===== src/rtl/fetch_stage.sv =====
// fetch_stage: instruction fetch with a 2-entry {instr,pc} queue feeding decode.
// Define FETCH_PERF_CNT_EN to add the perf_fetch_cnt pop counter output.
module fetch_stage #(
  parameter logic [31:0] RESET_PC = 32'h0000_0000
) (
  input  logic        clk,
  input  logic        rst,
  output logic        imem_req,
  output logic [31:0] imem_addr,
  input  logic [31:0] imem_rdata,
  input  logic        redirect_valid,
  input  logic [31:0] redirect_pc,
  output logic        dec_valid,
  input  logic        dec_ready,
  output logic [31:0] dec_instr,
  output logic [31:0] dec_pc,
  output logic [31:0] dec_pc_plus4,
  output logic [6:0]  op,
  output logic [2:0]  funct3,
  output logic [6:0]  funct7
`ifdef FETCH_PERF_CNT_EN
  ,
  output logic [31:0] perf_fetch_cnt
`endif
);
  logic [31:0] pc_q, pc_d, req_pc_q, req_pc_d;
  logic        infl_q, infl_d;
  logic [1:0]  cnt_q, cnt_d, occ, wr_idx;
  logic [63:0] e0_q, e0_d, e1_q, e1_d;
  logic        pop, push;

  assign dec_valid    = cnt_q != 2'd0;
  assign pop          = dec_valid & dec_ready;
  assign push         = infl_q & ~redirect_valid;
  // slots committed after this cycle; a pop frees its slot immediately
  assign occ          = cnt_q + {1'b0, infl_q} - {1'b0, pop};
  assign wr_idx       = cnt_q - {1'b0, pop};
  assign imem_req     = rst & ~redirect_valid & (occ < 2'd2);
  assign imem_addr    = pc_q;
  assign dec_instr    = e0_q[63:32];
  assign dec_pc       = e0_q[31:0];
  assign dec_pc_plus4 = e0_q[31:0] + 32'd4;
  assign op           = e0_q[38:32];
  assign funct3       = e0_q[46:44];
  assign funct7       = e0_q[63:57];

  always_comb begin
    pc_d     = redirect_valid ? redirect_pc : imem_req ? pc_q + 32'd4 : pc_q;
    req_pc_d = imem_req ? pc_q : req_pc_q;
    infl_d   = imem_req;
    cnt_d    = redirect_valid ? 2'd0 : cnt_q + {1'b0, push} - {1'b0, pop};
    e0_d     = (push && wr_idx == 2'd0) ? {imem_rdata, req_pc_q} : pop ? e1_q : e0_q;
    e1_d     = (push && wr_idx == 2'd1) ? {imem_rdata, req_pc_q} : e1_q;
  end

  always_ff @(posedge clk or negedge rst) begin
    if (!rst) begin
      pc_q     <= RESET_PC;
      req_pc_q <= RESET_PC;
      infl_q   <= 1'b0;
      cnt_q    <= 2'd0;
      e0_q     <= 64'd0;
      e1_q     <= 64'd0;
    end else begin
      pc_q     <= pc_d;
      req_pc_q <= req_pc_d;
      infl_q   <= infl_d;
      cnt_q    <= cnt_d;
      e0_q     <= e0_d;
      e1_q     <= e1_d;
    end
  end

`ifdef FETCH_PERF_CNT_EN
  logic [31:0] perf_q;
  assign perf_fetch_cnt = perf_q;
  // counts decode consumption, so a pop in a redirect cycle still counts
  always_ff @(posedge clk or negedge rst) begin
    if (!rst) perf_q <= 32'd0;
    else      perf_q <= perf_q + {31'd0, pop};
  end
`endif
endmodule

===== config.mk =====
export PLATFORM = sky130hd
export DESIGN_NAME = fetch_stage
export DESIGN_NICKNAME = d
export VERILOG_FILES = /design/src/rtl/fetch_stage.sv
export SDC_FILE = /design/constraint.sdc
export NUM_CORES = 1
export LEC_CHECK = 0
export ABC_AREA = 1
export BUFFER_PORTS_ARGS = -buffer_cell sky130_fd_sc_hd__buf_2
export CAP_MARGIN = 30
export CORE_ASPECT_RATIO = 0.5
export CORE_MARGIN = 1.5
export CORE_UTILIZATION = 52
export CTS_BUF_LIST = sky130_fd_sc_hd__clkbuf_8
export DETAILED_ROUTE_END_ITERATION = 6
export GPL_ROUTABILITY_DRIVEN = 0
export PLACE_DENSITY = 0.8
export SLEW_MARGIN = 0
export SYNTH_ARGS = -nofsm -noshare
export SYNTH_HDL_FRONTEND = slang
export SYNTH_SLANG_ARGS = --single-unit

===== constraint.sdc =====
create_clock -name clk -period 1.9 [get_ports clk]
set_clock_uncertainty 0.2 [all_clocks]
set_input_delay 0.19 -clock clk [delete_from_list [all_inputs] [get_ports clk]]
set_output_delay 0.19 -clock clk [all_outputs]
set_load 0.1 [all_outputs]

Yosys cells after proc, flatten, opt, wreduce, memory -nomap -nowiden

Cells that the tools add are included.

Bits in registers: 195
Bits in latches: 0
RAM bits: 0
ROM bits: 0
Bits of input ports: 68
Output and inout port bits: 147
Logic and storage cells: 31
Memories kept: 0

Add/subtract/negate cells: 7
$mul: 0
Div/mod/pow operators: 0
Order comparisons: 1
Equal/unequal tests: 1
Shift operators: 0
Muxes and demuxes: 5
Bitwise operators: 5
Reductions and logical operators: 6

Operators by type and width:

| cell                                                                   | number |
|---|---|
| 64-bit 2-to-1 mux                                                      | 2 |
| 32-bit by 3-bit adder with 32-bit output (second input constant)       | 2 |
| 32-bit 2-to-1 mux                                                      | 2 |
| 2-bit nonzero test                                                     | 3 |
| 2-bit by 1-bit subtractor with 2-bit output                            | 3 |
| 2-bit by 1-bit adder with 2-bit output                                 | 2 |
| 1-bit AND                                                              | 4 |
| 2-bit by 1-bit equality test with 1-bit output (second input constant) | 1 |
| 1-bit logical AND                                                      | 2 |
| 2-bit logical NOT                                                      | 1 |
| 2-bit < comparator (second input constant)                             | 1 |
| 2-bit 2-to-1 mux                                                       | 1 |
| 1-bit inverter                                                         | 1 |

Depth between registers and ports, before layout

Word-level depth: 7
Depth in mapped cells: 10
Gate-level depth less buffers: 10

Worst setup path after synthesis

OpenSTA, ideal clock, no wires.

Path type: flip-flop to output port
Start point: reg e0_q[3]
End point: out dec_pc_plus4[20]
Data arrival time: 3,475 ps
Data required time: 1,510 ps
Path slack: -1,965 ps
Stages on the path, launching flop included: 9
Path buffers: 0
Cells stage by stage: dfrtp_1 -> ha_1 -> nand2_1 -> nor2_2 -> nand3_2 -> nor2_4 -> nand2_2 -> nor2_2 -> xor2_1

Longest elaborated chain between the ends: 1

Ends and longest elaborated chain:

| item                                     | RTL line | RTL |
|---|---|---|
| start: declaration                       | 29       | `logic [63:0] e0_q, e0_d, e1_q, e1_d;` |
| start signal: assignment                 | 62       | `e0_q <= 64'd0;` |
| start signal: assignment                 | 69       | `e0_q <= e0_d;` |
| 32-bit by 3-bit adder with 32-bit output | 42       | `assign dec_pc_plus4 = e0_q[31:0] + 32'd4;` |
| end: declaration                         | 17       | `output logic [31:0] dec_pc_plus4,` |

Every way passes these cells.

Worst setup path after layout

Start point: reg e0_q[2]
End point: out dec_pc_plus4[30]

The elaborated chain is that of the path after synthesis.

==> key figures <==
Run status
  • Status: finished with violations
  • Failing checks: negative setup slack

Finish
  • Ant diodes: 0
  • Fillers: 1,116
  • Share of cells above drive strength 1: 40.8%
  • Layout Nets: 1,666
  • Final Core Density: 79.9%
  • Reg area: 5030 sq um
  • Multi-input logic area: 5470 sq um
  • Non-Filler Instances: 1,874
  • Layout overhead on the synthesized area: 51.3%

Placement
  • Post-DP HPWL: 20,700 um
  • Placed insts: 1,716
  • PortBufs: 214

Critical path
  • CP Data Arrival Time: 2.25 ns
  • R2r worst-path depth: 11
  • CP Launch Type: flop
  • Critical path class: reg2out
  • Worst EP required: 1.51 ns
  • Setup crit end kind: output pin
  • Crit Path Max Fanout: 3

STA
  • Fin. max-slew vios: 0
  • Hold Vio Cnt, Final: 0
  • Slew margin rel.: 21.3%
  • Slew of the pin with the lowest slew margin: 1.18 ns
  • Setup tns final: -20.72 ns
  • RSZ-0062 raised after global routing: yes
  • Setup Viol. Count Final: 139
  • Hold slack: 0.0892 ns
  • Period utilisation layout: 139%
  • Min cycle time layout: 2.64 ns
  • Setup WS post-layout: -0.741 ns
  • Fmax: 379 MHz

Logic synthesis
  • Synth Area in Compound Gates: 13.1%
  • Count of distinct cell types in the synthesized netlist: 30
  • Xor and xnor fraction of the mapped netlist area: 2.40%
  • Largest family of logic cells by synthesized area: simple AND/OR/NAND/NOR gates
  • Register area share after synthesis: 47.7%
  • Simple-gate share of the synthesized area: 25.5%
  • Post-synthesis mux area share: 0%
  • Synth Register Bits: 195
  • Mapped Cells: 1,253
  • Yosys warns: 0
  • Avg Synthesized Cell Area: 8.17 sq um
  • Mapped cell area: 10,200 sq um
  • Synth Area in Adders: 0.367%
  • Syn nets: 1,324

Drt
  • Routed WL per cell: 19.6 um
  • DRC Markers: 0
  • DR pass1 iterations: 5
  • Via count: 10,800
  • Post-route ant nets: 0
  • Routed wire length: 36,700 um
  • Initial DRC Count: 1,141
  • Via density: 5.76

CTS
  • Clk Latency, worst-skew pair: 0.50 ns
  • Clock slew at reported path FFs: 0.11 ns
  • CTS tree: built
  • Clock tree buffer depth: 2
  • H-Tree Depth: 4
  • CTS root buffer: clkbuf_8
  • TritonCTS Buffers: 17
  • Sink Count: 195

Power
  • LEAKAGE: 7.36 nW
  • Power per cell area: 1800 nW/um^2
  • Peak supply drop: 1.11 mV

Floorplanning
  • Core box area: 19,400 sq um
  • Die area: 20,600 sq um
  • Initial Util: 52.8%
  • Total I/O pin count: 215
  • # rows: 36
  • Die X: 201 um
  • Die height: 102 um

Global route
  • First-pass GRT wire length: 49,900 um
  • GRT Residual Overflow: 0
  • Initial antenna violation count: 0
  • Vias in the first global route: 9,672
  • Global Route Usage Sum: 31.0%
  • Largest net degree at the start of global routing: 196

Min path
  • Hold/Removal Path Class: in2reg
  • Hold path depth: 4

Run
  • MaxCap Viol Count: 0
-- repair_timing --
item,4_1_cts,5_1_grt
pin swaps,32,51
gates resized for setup,87,125
setup endpoints to repair,41,103
endpoints found under the hold margin,293,0
gates cloned,0,9
setup buffers,23,31
hold buffers,67,0
-- report_power, final --
group          internal, mW  leakage (nW)  switching [mW]
Clock                  1.34         0.215            1.70
Combinational          4.67          4.70            13.0
Sequential             5.80          2.44            1.37
Total                  11.8          7.36            16.1
-- cells in the mapped netlist --
library cell	count	area share, %
nand2_2	4	0.24
nand4_1	10	0.61
o221ai_1	22	1.9
buf_4	21	1.5
nand2_1	316	12
o21ai_1	19	0.93
nand3_1	188	9.2
nor2_1	66	2.4
buf_2	28	1.4
xor2_1	26	2.2
o21ai_0	42	2.1
inv_1	147	5.4
xnor2_1	2	0.17
nand3b_1	1	0.073
buf_1	6	0.22
ha_1	3	0.37
nand3_4	1	0.17
nor2_2	2	0.12
nor2_4	1	0.11
dfrtp_1	195	48
buf_6	16	1.8
nor3_1	14	0.68
or2_2	1	0.061
o211ai_1	42	3.1
nand3_2	2	0.20
inv_2	2	0.073
a21oi_1	1	0.049
o21ai_2	60	5.1
clkbuf_1	14	0.51
and2_1	1	0.061
-- sequential cells by signal (all words and copies together) (netlist names) --
register	cells
cnt_q	2
e0_q	64
e1_q	64
imem_addr	32
infl_q	1
req_pc_q	32
-- per-layer routing --
layer,up-vias,part of all wire [%],track usage (%),routed length (um)
met5,-,0,0,0
met2,700,47,50.9,17300
met4,0,3.0,12.1,1090
met3,105,9.3,5.10,3400
met1,5220,41,42.0,14900
li1,4774,-,-,-
-- cells by family after synthesis --
group	count (synthesis)
xor gates and xnor gates	28
buffers and inverters	234
AOI/OAI and AO/OA	186
and+or+nand+nor	607
DFF	195
adders and majority gates	3
-- cells in the final DEF, fill, tap and decap left out, drive strengths merged --
cell,n
nor2,69
dlygate4sd3,67
clkbuf,29
nand3b,1
dfrtp,195
nand2,321
bufinv,3
inv,155
clkinvlp,3
clkinv,3
xnor2,2
and2,1
xor2,26
ha,3
nor3,14
or2,1
o211ai,42
nand4,10
o21ai,121
a21oi,1
buf,328
o221ai,22
nand3,191
-- final cells by class --
cell class / count / share of cell area, %
clock inverters: 15 / 1.27
multi-input cells: 825 / 35.4
inverters: 149 / 3.68
clock buffers: 17 / 1.51
repair buffers: 407 / 23.5
well taps: 266 / 2.15
flip-flops and latches: 195 / 32.5
-- critical path, cell delays in order (launching register included) --
cell,delay [ns]
dfrtp_4,0.46
ha_4,0.15
nand2_4,0.05
nor2_4,0.15
buf_4,0.15
inv_2,0.06
buf_6,0.12
nor2_4,0.17
nand2_4,0.09
xor2_4,0.15
buf_12,0.19
-- through the flow --
stage	instance area, sq um	power [mW]	worst slack, ns
final	15500	27.9	-0.741
after global routing	15500	28.8	-0.821
after CTS	14500	26.2	-0.645
after detailed placement	13000	22.7	-0.193
after global placement	13000	22.4	-0.117
after floorplan	11000	19.0	-0.717
-- final timing paths --
path                       slack, ns      startpoint                to
max                            -0.74         e0_q[2]  dec_pc_plus4[30]
min                             0.09  redirect_valid     imem_addr[29]
max reg2reg                    -0.14        cnt_q[1]          cnt_q[1]
min reg2reg                     0.29        e1_q[48]          e1_q[48]
max in group asynchronous       0.18             rst      imem_addr[7]
min in group asynchronous       0.22             rst          e1_q[51]
(Power assumes the default switching activity.)
